<file path="src/rtl/hazard_pkg.sv">
// Shared types and defaults for the pipeline hazard controller.
package hazard_pkg;

  typedef enum logic {
    RUN      = 1'b0,
    MEM_WAIT = 1'b1
  } state_e;

  localparam int REG_AW_DEF      = 5;
  localparam int CNT_W_DEF       = 16;
  localparam int MEM_TIMEOUT_DEF = 64;
  localparam int REG_ZERO        = 0;

endpackage

</file>
<file path="src/rtl/raw_compare.sv">
// Read-after-write match of one in-flight writer against the ID-stage sources.
module raw_compare
  import hazard_pkg::*;
#(
  parameter int REG_AW = REG_AW_DEF
) (
  input  logic [REG_AW-1:0] rd_i,
  input  logic              regwrite_i,
  input  logic [REG_AW-1:0] rs_i,
  input  logic [REG_AW-1:0] rt_i,
  input  logic              uses_rt_i,
  output logic              hit_o
);

  logic rd_nonzero;

  // Register 0 is hardwired, so writes to it never produce a dependency.
  assign rd_nonzero = (rd_i != REG_AW'(REG_ZERO));
  assign hit_o      = regwrite_i && rd_nonzero &&
                      ((rd_i == rs_i) || (uses_rt_i && (rd_i == rt_i)));

endmodule

</file>
<file path="src/rtl/pipeline_hazard_ctrl.sv">
// Pipeline register sequencer: memory freeze, branch flush and data-hazard stall.
// Build option PIPE_FORWARD_EN: forwarding present, only load-use stalls remain.
module pipeline_hazard_ctrl
  import hazard_pkg::*;
#(
  parameter int REG_AW      = REG_AW_DEF,
  parameter int CNT_W       = CNT_W_DEF,
  parameter int MEM_TIMEOUT = MEM_TIMEOUT_DEF
) (
  input  logic              clk,
  input  logic              reset,
  input  logic [REG_AW-1:0] id_rs,
  input  logic [REG_AW-1:0] id_rt,
  input  logic              id_uses_rt,
  input  logic [REG_AW-1:0] ex_rd,
  input  logic              ex_regwrite,
  input  logic              ex_memtoreg,
  input  logic [REG_AW-1:0] mem_rd,
  input  logic              mem_regwrite,
  input  logic              mem_access,
  input  logic              mem_ready,
  input  logic              mem_br_taken,
  output logic              pc_en,
  output logic              ifid_en,
  output logic              idex_en,
  output logic              exmem_en,
  output logic              ifid_flush,
  output logic              idex_bubble,
  output logic              exmem_flush,
  output logic              memwb_bubble,
  output logic              pc_sel_branch,
  output logic [CNT_W-1:0]  stall_count,
  output logic              mem_timeout_err
);

  localparam int WAIT_W = 16;

`ifdef PIPE_FORWARD_EN
  localparam logic FORWARD = 1'b1;
`else
  localparam logic FORWARD = 1'b0;
`endif

  state_e             state_q, state_d;
  logic [WAIT_W-1:0]  wait_cnt_q, wait_cnt_d;
  logic [CNT_W-1:0]   stall_count_q, stall_count_d;
  logic               timeout_err_q, timeout_err_d;

  logic freeze;
  logic ex_wr_qual;
  logic ex_hit;
  logic data_hazard;

  assign freeze = mem_access && !mem_ready;

  // With forwarding only a load in EX is too late to bypass.
  assign ex_wr_qual = ex_regwrite && (ex_memtoreg || !FORWARD);

  raw_compare #(.REG_AW(REG_AW)) u_ex_cmp (
    .rd_i       (ex_rd),
    .regwrite_i (ex_wr_qual),
    .rs_i       (id_rs),
    .rt_i       (id_rt),
    .uses_rt_i  (id_uses_rt),
    .hit_o      (ex_hit)
  );

`ifdef PIPE_FORWARD_EN
  assign data_hazard = ex_hit;
`else
  logic mem_hit;

  raw_compare #(.REG_AW(REG_AW)) u_mem_cmp (
    .rd_i       (mem_rd),
    .regwrite_i (mem_regwrite),
    .rs_i       (id_rs),
    .rt_i       (id_rt),
    .uses_rt_i  (id_uses_rt),
    .hit_o      (mem_hit)
  );

  assign data_hazard = ex_hit || mem_hit;
`endif

  always_comb begin
    state_d       = state_q;
    wait_cnt_d    = wait_cnt_q;
    timeout_err_d = timeout_err_q;
    stall_count_d = stall_count_q;
    pc_en         = 1'b1;
    ifid_en       = 1'b1;
    idex_en       = 1'b1;
    exmem_en      = 1'b1;
    ifid_flush    = 1'b0;
    idex_bubble   = 1'b0;
    exmem_flush   = 1'b0;
    memwb_bubble  = 1'b0;
    pc_sel_branch = 1'b0;

    unique case (state_q)
      RUN:      if (freeze)    state_d = MEM_WAIT;
      MEM_WAIT: if (mem_ready) state_d = RUN;
      default:                 state_d = RUN;
    endcase

    if (state_d == RUN) begin
      wait_cnt_d = '0;
    end else if (freeze && (wait_cnt_q < WAIT_W'(MEM_TIMEOUT))) begin
      wait_cnt_d = wait_cnt_q + 1'b1;
    end
    if (wait_cnt_d == WAIT_W'(MEM_TIMEOUT)) timeout_err_d = 1'b1;

    // Release cycle falls straight through to normal evaluation.
    if (reset) begin
      pc_en        = 1'b0;
      ifid_en      = 1'b0;
      idex_en      = 1'b0;
      exmem_en     = 1'b0;
      ifid_flush   = 1'b1;
      idex_bubble  = 1'b1;
      exmem_flush  = 1'b1;
      memwb_bubble = 1'b1;
    end else if (freeze) begin
      pc_en        = 1'b0;
      ifid_en      = 1'b0;
      idex_en      = 1'b0;
      exmem_en     = 1'b0;
      memwb_bubble = 1'b1;
    end else if (mem_br_taken) begin
      pc_sel_branch = 1'b1;
      ifid_flush    = 1'b1;
      idex_bubble   = 1'b1;
      exmem_flush   = 1'b1;
    end else if (data_hazard) begin
      pc_en       = 1'b0;
      ifid_en     = 1'b0;
      idex_bubble = 1'b1;
    end

    if (!pc_en && (stall_count_q != '1)) stall_count_d = stall_count_q + 1'b1;
  end

  always_ff @(posedge clk) begin
    if (reset) begin
      state_q       <= RUN;
      wait_cnt_q    <= '0;
      stall_count_q <= '0;
      timeout_err_q <= 1'b0;
    end else begin
      state_q       <= state_d;
      wait_cnt_q    <= wait_cnt_d;
      stall_count_q <= stall_count_d;
      timeout_err_q <= timeout_err_d;
    end
  end

  assign stall_count     = stall_count_q;
  assign mem_timeout_err = timeout_err_q;

endmodule

</file>
<file path="config.mk">
export PLATFORM = sky130hd
export DESIGN_NAME = pipeline_hazard_ctrl
export DESIGN_NICKNAME = d
export VERILOG_FILES = /design/src/rtl/hazard_pkg.sv /design/src/rtl/raw_compare.sv /design/src/rtl/pipeline_hazard_ctrl.sv
export SDC_FILE = /design/constraint.sdc
export NUM_CORES = 1
export LEC_CHECK = 0
export ABC_AREA = 1
export CAP_MARGIN = 40
export CELL_PAD_IN_SITES_DETAIL_PLACEMENT = 0
export CELL_PAD_IN_SITES_GLOBAL_PLACEMENT = 1
export CORE_MARGIN = 4
export CORE_UTILIZATION = 33
export DETAILED_ROUTE_END_ITERATION = 12
export PLACE_DENSITY_LB_ADDON = 0.05
export REMOVE_ABC_BUFFERS = 1
export SLEW_MARGIN = 20
export SYNTH_ARGS = -nofsm -noshare
export SYNTH_HDL_FRONTEND = slang
export SYNTH_HIERARCHICAL = 1
export SYNTH_SLANG_ARGS = --single-unit
</file>
<file path="constraint.sdc">
create_clock -name clk -period 1.73 [get_ports clk]
set_input_delay 0.173 -clock clk [delete_from_list [all_inputs] [get_ports clk]]
set_output_delay 0.173 -clock clk [all_outputs]
set_load 0.01 [all_outputs]
</file>
## Word-level counts from Yosys, hierarchy flattened

Cells that the tools add are included.

| word-level totals | value |
|---|---|
| register bits | 34 |
| output and inout bits | 26 |
| logic and storage cells | 50 |

| cells by class | value |
|---|---|
| add/subtract/negate cells | 2 |
| magnitude comparators | 1 |
| equality and inequality tests | 6 |
| muxes and demuxes | 20 |
| bitwise operators | 1 |
| reductions and logical operators | 16 |

Operators with widths:

| kind | count |
|---|---|
| adder 16 x 1 -> 16 bit, second input constant | 2 |
| 2-to-1 mux 16 bit | 2 |
| equality test 5 bit | 4 |
| 2-to-1 mux 1 bit | 17 |
| equality test 16 x 7 -> 1 bit, second input constant | 1 |
| < comparator 16 x 7 -> 1 bit, second input constant | 1 |
| != test 16 bit, second input constant | 1 |
| nonzero test 5 bit | 2 |
| logical AND 1 bit | 9 |
| logical OR 1 bit | 3 |
| logical NOT 1 bit | 2 |
| one-hot mux 1 bit (2 select lines) | 1 |
| inverter 1 bit | 1 |

## Longest topological paths before layout

| depth | value |
|---|---|
| depth after elaboration | 11 |
| depth in mapped cells | 15 |

## Hierarchy

The synthesis kept the hierarchy.

Modules (own cells, without submodules):

| module | times used | cells each | area an instance (um2) | sequential area each (um2) |
|---|---|---|---|---|
| pipeline_hazard_ctrl | 1 | 243 | 1705.4 | 680.7 |
| raw_compare | 2 | 52 | 206.4 | 0.0 |

## Worst setup path before layout

Ideal clock, no wire load.

| timing path | value |
|---|---|
| path kind | reg-to-reg |
| start point | reg stall_count_q[0] (netlist: stall_count[0]) |
| end point | reg stall_count_q[11] (netlist: stall_count[11]) |
| setup time | 0.127 ns |
| arrival time | 1.377 ns |
| data required time | 1.603 ns |
| slack | 0.226 ns |
| cell stages (with the launch flop) | 11 |
| buffers on the path | 0 |
| cells stage by stage | dfxtp_1 > ha_1 > nand3_1 > nor2_1 > nand3_1 > nand2_4 > nor2_4 > nand2_2 > inv_2 > o21ai_0 > a21oi_1 |

| between the ends | value |
|---|---|
| cells in the longest elaborated chain, start to end | 2 |
| elaborated cells on any way between the ends | 3 |
| those cells by class | add/sub (1); eq/ne (1); reduce/logical (1) |

RTL lines:

| element | line | RTL |
|---|---|---|
| start: declaration | pipeline_hazard_ctrl.sv:46 | `logic [CNT_W-1:0] stall_count_q, stall_count_d;` |
| start signal: assignment | pipeline_hazard_ctrl.sv:152 | `stall_count_q <= stall_count_d;` |
| branches (longest 2 deep; another with adder 16 x 1 -> 16 bit) | n/a |  |

Several ways; the timed one is not identified.
A chain may end at the register's enable or synchronous reset.

## Final worst setup path

| timing path | value |
|---|---|
| start point | in mem_br_taken |
| end point | out exmem_flush |

| between the ends | value |
|---|---|
| cells in the longest elaborated chain, start to end | 3 |

RTL lines:

| element | line | RTL |
|---|---|---|
| start: declaration | pipeline_hazard_ctrl.sv:22 | `input logic mem_br_taken,` |
| 2-to-1 mux 1 bit | pipeline_hazard_ctrl.sv:129 | `end else if (mem_br_taken) begin` |
| 2-to-1 mux 1 bit | pipeline_hazard_ctrl.sv:123 | `end else if (freeze) begin` |
| 2-to-1 mux 1 bit | pipeline_hazard_ctrl.sv:114 | `if (reset) begin` |
| end: declaration | pipeline_hazard_ctrl.sv:29 | `output logic exmem_flush,` |

No other way between the ends.

==> results.txt <==
Status = finished clean
Most frequent cells in the layout = nand2_1 (83), inv_1 (58), nor2_1 (47), buf_4 (36), dfxtp_1 (30)
Hold path cells = 4
ANT cells = 0
CP startpoint kind = input pin
Iter 0 DRT Violations = 57
Crit. End Element = output pin
DP HPWL = 4.597 mm
Final WS setup = 0.07032 ns
Clk_skew = 0.009260 ns
Pwr Density = 634.1 nW/µm²
CTS buffer count = 5
Vias/cell = 4.547
DIE AREA = 7765 µm²
Lkg Pwr = 1.532 nW
Max Cap Viol = 0
EDFF count, synth = 0
Via count = 2346
Core Util, Final = 53.16%
Final hold vios = 0
Post-Place Worst Slack = -0.6794 ns
PortBufs = 53
Setup TNS = 0 ns
Top cell by count, worst path = clkdlybuf4s50_1
Overflow left after global routing = 0
Initial antenna violation count = 0
Clk buf depth = 2
Hold Slack = 0.3839 ns
Top-Level Pins = 55
Routed len/inst = 11.33 µm
Synth area leader = dfxtp_1
Die X = 88.12 µm
Share of the yosys chip area belonging to registers = 32.13%
Die height = 88.12 µm
Peak Freq = 602.5 MHz
Tcrit/Tclk final = 95.94%
Fin area = 3222 µm²
Worst min path class = in -> reg
Placer Congestion = 0.8249
DP Area = 2934 µm²
Worst-margin pin slew = 0.3391 ns
Fill count = 628
Yosys reg bits = 34
Peak VDD IR = 363.0 µV
Commonest non-fill, non-tap cell in the layout = nand2_1
# H-tree levels = 2
Slew headroom = 77.37%
Core area = 6061 µm²
Vias in the first global route = 2224
Worst hold endpoint = state_q
Reg2reg start = stall_count[0]
Max FO, Critical Path = 3
Initial Utilization = 34.95%
Critical path type = in -> out
Post-synth ARST share = 0%
Flop-to-flop setup slack = 0.16 ns
Drt first pass iters = 4
Syn Inst Count = 347
Crit-path max cell delay = 0.57 ns
Worst path cell trace = clkdlybuf4s50_1 -> inv_1 -> o21ai_1 -> clkdlybuf4s50_1
Share of layout cells above drive strength 1 = 26.53%
Synth top area cells = dfxtp_1 (32%), nand2_1 (15%), inv_1 (11%)
Clock-pin slew on the worst setup and hold paths = 0.08 ns
Pin count of the biggest net entering global routing = 13
First-pass GRT wire length = 9.970 mm
Crit path required time = 1.56 ns
Site Rows = 28
Area growth syn-to-layout = 52.10%
Post-route ant nets = 0
Capturing point of the worst reg2reg path = stall_count[11]
Cts hold-fix bufs = 0
Netlist Area Pre-Place = 2118 µm²
Netlist cell types = 32
Top_reg_cell synth = dfxtp_1
Total GRT Usage = 16.40%
CTS tree = done
# setup viols final = 0
Hold_sp = mem_access
Top-area cell type share of the netlist area = 32.13%
Final wirelength = 5.845 mm
Synth warn = 6
CP Data Arrival Time = 1.49 ns
Mean Syn Cell Area = 6.105 µm²
Final nets = 471
CTS Sinks = 34
Clock Latency Late Sink = 0.30 ns
Final worst path period need = 1.660 ns
Slew Limit Fails = 0
CTS root buf = clkbuf_8
Crit path max-delay cell type = clkdlybuf4s50_1
FF-to-FF path depth = 10
DR DRC count = 0
==> where the power goes <==
part | total, mW | switching [mW] | internal (mW)
Clock | 0.903 | 0.325 | 0.578
Combinational | 0.337 | 0.172 | 0.164
Sequential | 0.804 | 0.0113 | 0.792
==> state kept, by name, indices dropped and copies added, names as in the netlist <==
register	flops
stall_count	16
wait_cnt_q	16
mem_timeout_err	1
state_q	1
==> critical path, delay by kind of cell <==
| family | cells | cell delay [ns] |
|---|---|---|
| buf+inv | 3 | 1.12 |
| compound gates | 1 | 0.19 |
==> worst max path at each step <==
stage | cells past startpoint | from | to
4_1_cts | 10 | stall_count[1] | stall_count[11]
5_1_grt | 17 | mem_rd[1] | stall_count[15]
6_report | 4 | mem_br_taken | exmem_flush
3_3_place_gp | 10 | mem_rd[4] | idex_bubble
3_5_place_dp | 10 | mem_rd[4] | idex_bubble
2_1_floorplan | 10 | stall_count[0] | stall_count[11]
==> area by class of cell <==
class | instances | area (µm²) | share of cell area (%)
Timing Repair Buffer | 92 | 782.0 | 24.27
Inverter | 70 | 265.3 | 8.233
Sequential cell | 34 | 688.2 | 21.36
Clock buffer | 5 | 68.82 | 2.136
Multi-Input combinational cell | 237 | 1255 | 38.95
Tap cell | 75 | 93.84 | 2.913
Clock inverter | 3 | 68.82 | 2.136
==> what timing repair did <==
item / CTS / global route
setup endpoints to repair: 25 / 22
setup buffers: 3 / 6
gates resized for setup: 50 / 63
endpoints found under the hold margin: 0 / 0
pin swaps: 12 / 22
==> logic make-up after synthesis <==
family          count (synthesis)  synth area share, %
fa+ha+maj                       2                1.181
xor+xnor                        5                2.068
flops                          34                32.13
buf+inv                        76                14.12
simple gates                  197                41.17
compound gates                 33                9.333
==> routing by layer <==
metal	vias to the layer above	track usage, %	wire length, µm
met2	43	27.33	2732
met3	8	3.481	299
met1	1041	20.96	2727
li1	1254	-	-
met5	-	0	0
met4	0	5.769	85
==> cells in the mapped netlist, types with 4 or more instances <==
master   count
nand4_1      6
nand2_2      4
a21oi_1     10
nand3_1     24
nor3_1       8
nand2_1     87
nor2_2       5
inv_2        6
o21ai_0     12
nor2_1      55
dfxtp_1     34
inv_1       63
==> stage by stage <==
stage | cells | total power, mW
6_report | 516 | 2.043
4_1_cts | 510 | 2.044
3_3_place_gp | 499 | 1.149
5_1_grt | 516 | 2.137
3_5_place_dp | 499 | 1.148
2_1_floorplan | 341 | 0.9527
(Power assumes the default switching activity.)
==> patch 1 (same flow settings) <==
Build with the macro `PIPE_FORWARD_EN` defined.
--- a/src/rtl/pipeline_hazard_ctrl.sv
+++ b/src/rtl/pipeline_hazard_ctrl.sv
@@ -1,4 +1,6 @@
 // Pipeline register sequencer: memory freeze, branch flush and data-hazard stall.
 // Build option PIPE_FORWARD_EN: forwarding present, only load-use stalls remain.
+`define PIPE_FORWARD_EN
+
 module pipeline_hazard_ctrl
   import hazard_pkg::*;
Behaviour: not the same (Yosys sat finds a counterexample within 4 cycles, from zero or initial values and one cycle with reset high).
==> patch 1 against the original RTL <==
Design area fell by 9.4%; die area is 4.1% lower; cell count shrank 11%; maximum frequency decreased by 1.0%; sequential cell count stayed put; sequential share of layout area is 2.1 points higher; total power down 17%; synthesized cell count down 11%; worst setup slack worse by 0.017 ns; area after synthesis shrank 4.5%; wire length is 9.1% lower; count of clock-buffer cells in the layout up 1; sequential power about the same; via count is 14% lower; highest routed layer unchanged.
==> patch 1: results (changes against the original RTL) <==
Routing
  – Routed vias/inst: 4.41 (-3.0%)
  – Metal3 WL: 156 um (-48%)
  – Wire length on met1: 2480 um (-9.1%)
  – Initial DRC Count: 88 (+54%)
  – WL final: 5310 um (-9.1%)
  – Met2 wire len: 2620 um (-4.2%)

Placement
  – Placed Cells: 447 (-10%)
  – Post-DP Area: 0.00272 mm^2 (-7.5%)
  – Routability Congestion: 0.771 (-6.5%)
  – Port Buf Inserts: 48 (-9.4%)
  – Post-DP HPWL: 4170 um (-9.4%)
  – Pre-CTS setup slack: -0.471 ns (+0.209 ns)

Timing
  – Slew @ Worst Pin: 0.358 ns (+0.0185 ns)
  – Final setup skew: 0.00543 ns (-0.00383 ns)

Clock tree
  – Clk pin slew, worst setup/hold paths: 0.07 ns
  – Clk Latency, worst-skew pair: 0.28 ns (-0.02 ns)
  – H-tree levels: 2 (unchanged)

Outcome
  – Status: finished, final reports clean

Global route
  – Met3 GRT Util: 0.0285 (-0.00629)
  – Number of global-route vias before repair: 1810 (-19%)
  – Pin count of the biggest net entering global routing: 15 (+2)
  – First-pass GRT wire length: 8540 um (-14%)
  – Initial antenna violation count: 0 (unchanged)
  – Gr usage total: 0.146 (-0.0177)
  – GR Util met2: 0.253 (-0.0203)

Finish
  – Share of layout cells above drive strength 1: 0.208 (-0.0570)
  – Nets: 414 (-12%)

Logic synthesis
  – Xor/xnor share of the synthesized area: 0.0260 (+0.00530)
  – Post-Synth Adder-Cell Area: 0.0124 (+0.000555)
  – Synth cell types: 35 (+9.4%)
  – Compound-cell area share of the yosys netlist: 0.0804 (-0.0129)
  – Synthesized netlist cell count: 309 (-11%)
  – Top post-synthesis cells by area: dfxtp_1, nand2_1, inv_1
  – Most frequent cells after synthesis: nand2_1, inv_1, nor2_1

Power and ir drop
  – Leak pwr: 0.00137 uW (-11%)
[patch 1: cell types whose count changed after synthesis, moves of 3 or more]
cell	delta
nand3_2	+5
nand2_1	-13
nor3_1	-3
o21ai_0	-4
nand3_1	-9
nor2_1	-4
inv_1	-12
[patch 1: critical path: stages]
cell	delay [ns]
clkdlybuf4s50_1	0.50
inv_2	0.05
nor2_4	0.12
nor2_4	0.05
buf_4	0.14
clkdlybuf4s50_1	0.47
[patch 1: layout make-up]
class	instances	area [um^2]
Fill cell	632	3000
Clock buffer	6	82.6
Inverter	57	219
Tap cell	75	93.8
Timing Repair Buffer	74	679
Sequential cell	34	683
Multi-Input combinational cell	211	1150
Clock inverter	2	12.5
[patch 1: cells by family (layout without fill, tap and decap cells)]
kind of cell / Yosys count / count (layout)
compound gates: 28 / 28
xor+xnor: 6 / 6
fa+ha+maj: 2 / 2
buf+inv: 64 / 139
flops: 34 / 34
simple gates: 175 / 175
[patch 1: power by group]
part / internal (uW) / switching [uW] / leakage, uW / total [uW]
Combinational: 136 / 138 / 0.00105 / 275
Clock: 320 / 299 / 0.0000472 / 619
Sequential: 792 / 8.28 / 0.000275 / 801
[patch 1: timing repair]
action / 4_1_cts / 5_1_grt
hold buffers: 0 / 0
gates resized for setup: 38 / 28
setup buffers: 1 / 3
pin swaps: 10 / 15
setup endpoints to repair: 23 / 25
[patch 1: path summary, 6_finish.rpt]
path | startpoint | endpoint | slack (ns) | cells past startpoint
worst min-delay path | mem_ready | wait_cnt_q[15]$_SDFF_PP0_ | 0.44 | 5
worst min register to register | mem_timeout_err$_SDFFE_PP0N_ | mem_timeout_err$_SDFFE_PP0N_ | 0.45 | 2
worst max register to register | stall_count[1]$_SDFFE_PP0P_ | stall_count[4]$_SDFFE_PP0P_ | 0.09 | 12
worst max-delay path | mem_access | exmem_en | 0.05 | 6
==> patch 2 (same settings) <==
Made on the original files. Make the reset (`reset`) asynchronous in one clocked block.
--- a/src/rtl/pipeline_hazard_ctrl.sv
+++ b/src/rtl/pipeline_hazard_ctrl.sv
@@ -141,5 +141,5 @@
   end
 
-  always_ff @(posedge clk) begin
+  always_ff @(posedge clk or posedge reset) begin
     if (reset) begin
       state_q       <= RUN;
Behaviour: differs if reset is asserted again (counterexample within 4 cycles, from zero or initial values and one cycle with reset high); with reset held inactive, the same outputs for 10 cycles.
==> patch 2 against the original RTL <==
Design area increased by 0.43%; sequential cell count unchanged; area after synthesis rose by 7.7%; first-iteration DRC count up 25%; die area is 7.0% higher; worst setup slack gained 0.035 ns; wire length up 3.6%; global-route usage decreased by 1.7 points.
Power is not compared: it rests on default switching activity, and its combinational part moved more than twofold at a synthesized area within 25%.
==> patch 2: results (changes against the original RTL) <==
Outcome
  – Status: finished, final reports clean

Finish
  – Nets: 453 (-3.8%)
  – Share of layout cells above drive strength 1: 0.187 (-0.0785)
  – Fill count: 712 (+13%)

Global route
  – First-pass GRT wire length: 9940 um (-0.28%)
  – Number of global-route vias before repair: 2082 (-6.4%)
  – Pin count of the biggest net entering global routing: 35 (+22)
  – Gr usage total: 0.147 (-0.0173)

Placement
  – Post-DP HPWL: 4650 um (+1.3%)
  – Placed Cells: 490 (-1.8%)
  – Routability Congestion: 0.835 (+1.2%)

Logic synthesis
  – Async set-reset flop share out of synthesis: 1.00 (+1.00)
  – Syn avg cell area: 6.73 um^2 (+10%)
  – Top post-synthesis cells by area: dfrtp_1, nand2_1, inv_1
  – Register area share after synthesis: 0.373 (+0.0517)
  – Synth cell types: 29 (-9.4%)
  – Most frequent cells after synthesis: nand2_1, inv_1, nor2_1

Worst setup path
  – Crit path capture: stall_count[6]$_DFFE_PP0P_
  – RR Endpoint: stall_count[14]$_DFFE_PP0P_
  – Reg2reg path depth: 9 (-1)
  – Worst EP arrival: 1.84 ns (+0.35 ns)
  – Crit path from: id_uses_rt
  – Worst Path Max Fanout: 11 (+8)
  – R2r startpoint: stall_count[0]$_DFFE_PP0P_
  – Slowest cell delay on critical path: 0.48 ns (-0.09 ns)
  – CP max-delay cell: clkdlybuf4s50_1

Routing
  – Routed vias/inst: 4.46 (-2.0%)
  – WL final: 6060 um (+3.6%)
  – Initial DRC Count: 71 (+25%)
  – Routed via count: 2241 (-4.5%)

Clock tree
  – Cts bufs inserted: 5 (unchanged)

Timing
  – Worst hold slack: 0.306 ns (-0.0780 ns)
  – Final setup skew: 0.00839 ns (-0.000865 ns)
  – Relative slew slack: 0.699 (-0.0746)
==> patch 2: cell families after synthesis <==
family          count (synthesis)  synth area share
compound gates                 17            0.0417
xor+xnor                       18            0.0691
simple gates                  191             0.369
flops                          34             0.373
buf+inv                        77             0.136
fa+ha+maj                       2            0.0110
==> patch 2: worst min-delay path by stage <==
stage,startpoint,to,cells past startpoint
after floorplan,reset,mem_timeout_err$_DFFE_PP0N_,1
after global placement,mem_timeout_err$_DFFE_PP0N_,mem_timeout_err$_DFFE_PP0N_,2
after detailed placement,mem_timeout_err$_DFFE_PP0N_,mem_timeout_err$_DFFE_PP0N_,2
after CTS,reset,wait_cnt_q[0]$_DFF_PP0_,3
after global routing,mem_access,state_q$_DFF_PP0_,3
final,mem_access,state_q$_DFF_PP0_,3
==> patch 2: repair_timing <==
action,CTS,global route
gates cloned,0,1
pin swaps,6,9
buffers inserted,3,1
setup endpoints to repair,25,23
resized for setup,45,25
==> patch 2: power breakdown <==
part | leakage, uW | switching, uW | internal [uW]
sequential | 0.000435 | 100 | 907
combinational | 0.00125 | 551 | 523
clock | 0.0000472 | 295 | 320
total | 0.00173 | 947 | 1750
==> patch 2: metal layers <==
layer	vias to the layer above	GRT usage	routed length, um
met5	-	0	0
met4	0	0.0440	59
met3	5	0.0290	251
met2	49	0.230	2780
met1	992	0.204	2970
li1	1195	-	-
==> patch 2: worst max-delay path, delay by kind of cell <==
family | cells | cell delay (ns)
XOR/XNOR | 1 | 0.15
AO/OA/AOI/OAI | 2 | 0.21
buffers and inverters | 4 | 0.79
AND/OR/NAND/NOR | 6 | 0.52
==> patch 2: layout make-up <==
| type | instances | area [um^2] | share of cell area |
|---|---|---|---|
| multi-input cells | 228 | 1190 | 0.367 |
| flip-flops and latches | 34 | 851 | 0.263 |
| repair buffers | 82 | 729 | 0.225 |
| inverters | 70 | 268 | 0.0828 |
| well taps | 80 | 100 | 0.0309 |
| clock buffers | 6 | 82.6 | 0.0255 |
| clock inverters | 2 | 12.5 | 0.00387 |
| repair inverters | 1 | 5.00 | 0.00155 |
==> patch 2: metrics by stage <==
| step | setup WS [ns] | cell area [um^2] | utilization |
|---|---|---|---|
| 4_1_cts | 0.00871 | 3150 | 0.466 |
| 5_1_grt | -0.0180 | 3240 | 0.479 |
| 3_5_place_dp | -0.582 | 3060 | 0.454 |
| 3_3_place_gp | -0.589 | 3060 | 0.454 |
| 6_report | 0.105 | 3240 | 0.479 |
| 2_1_floorplan | -0.221 | 2230 | - |
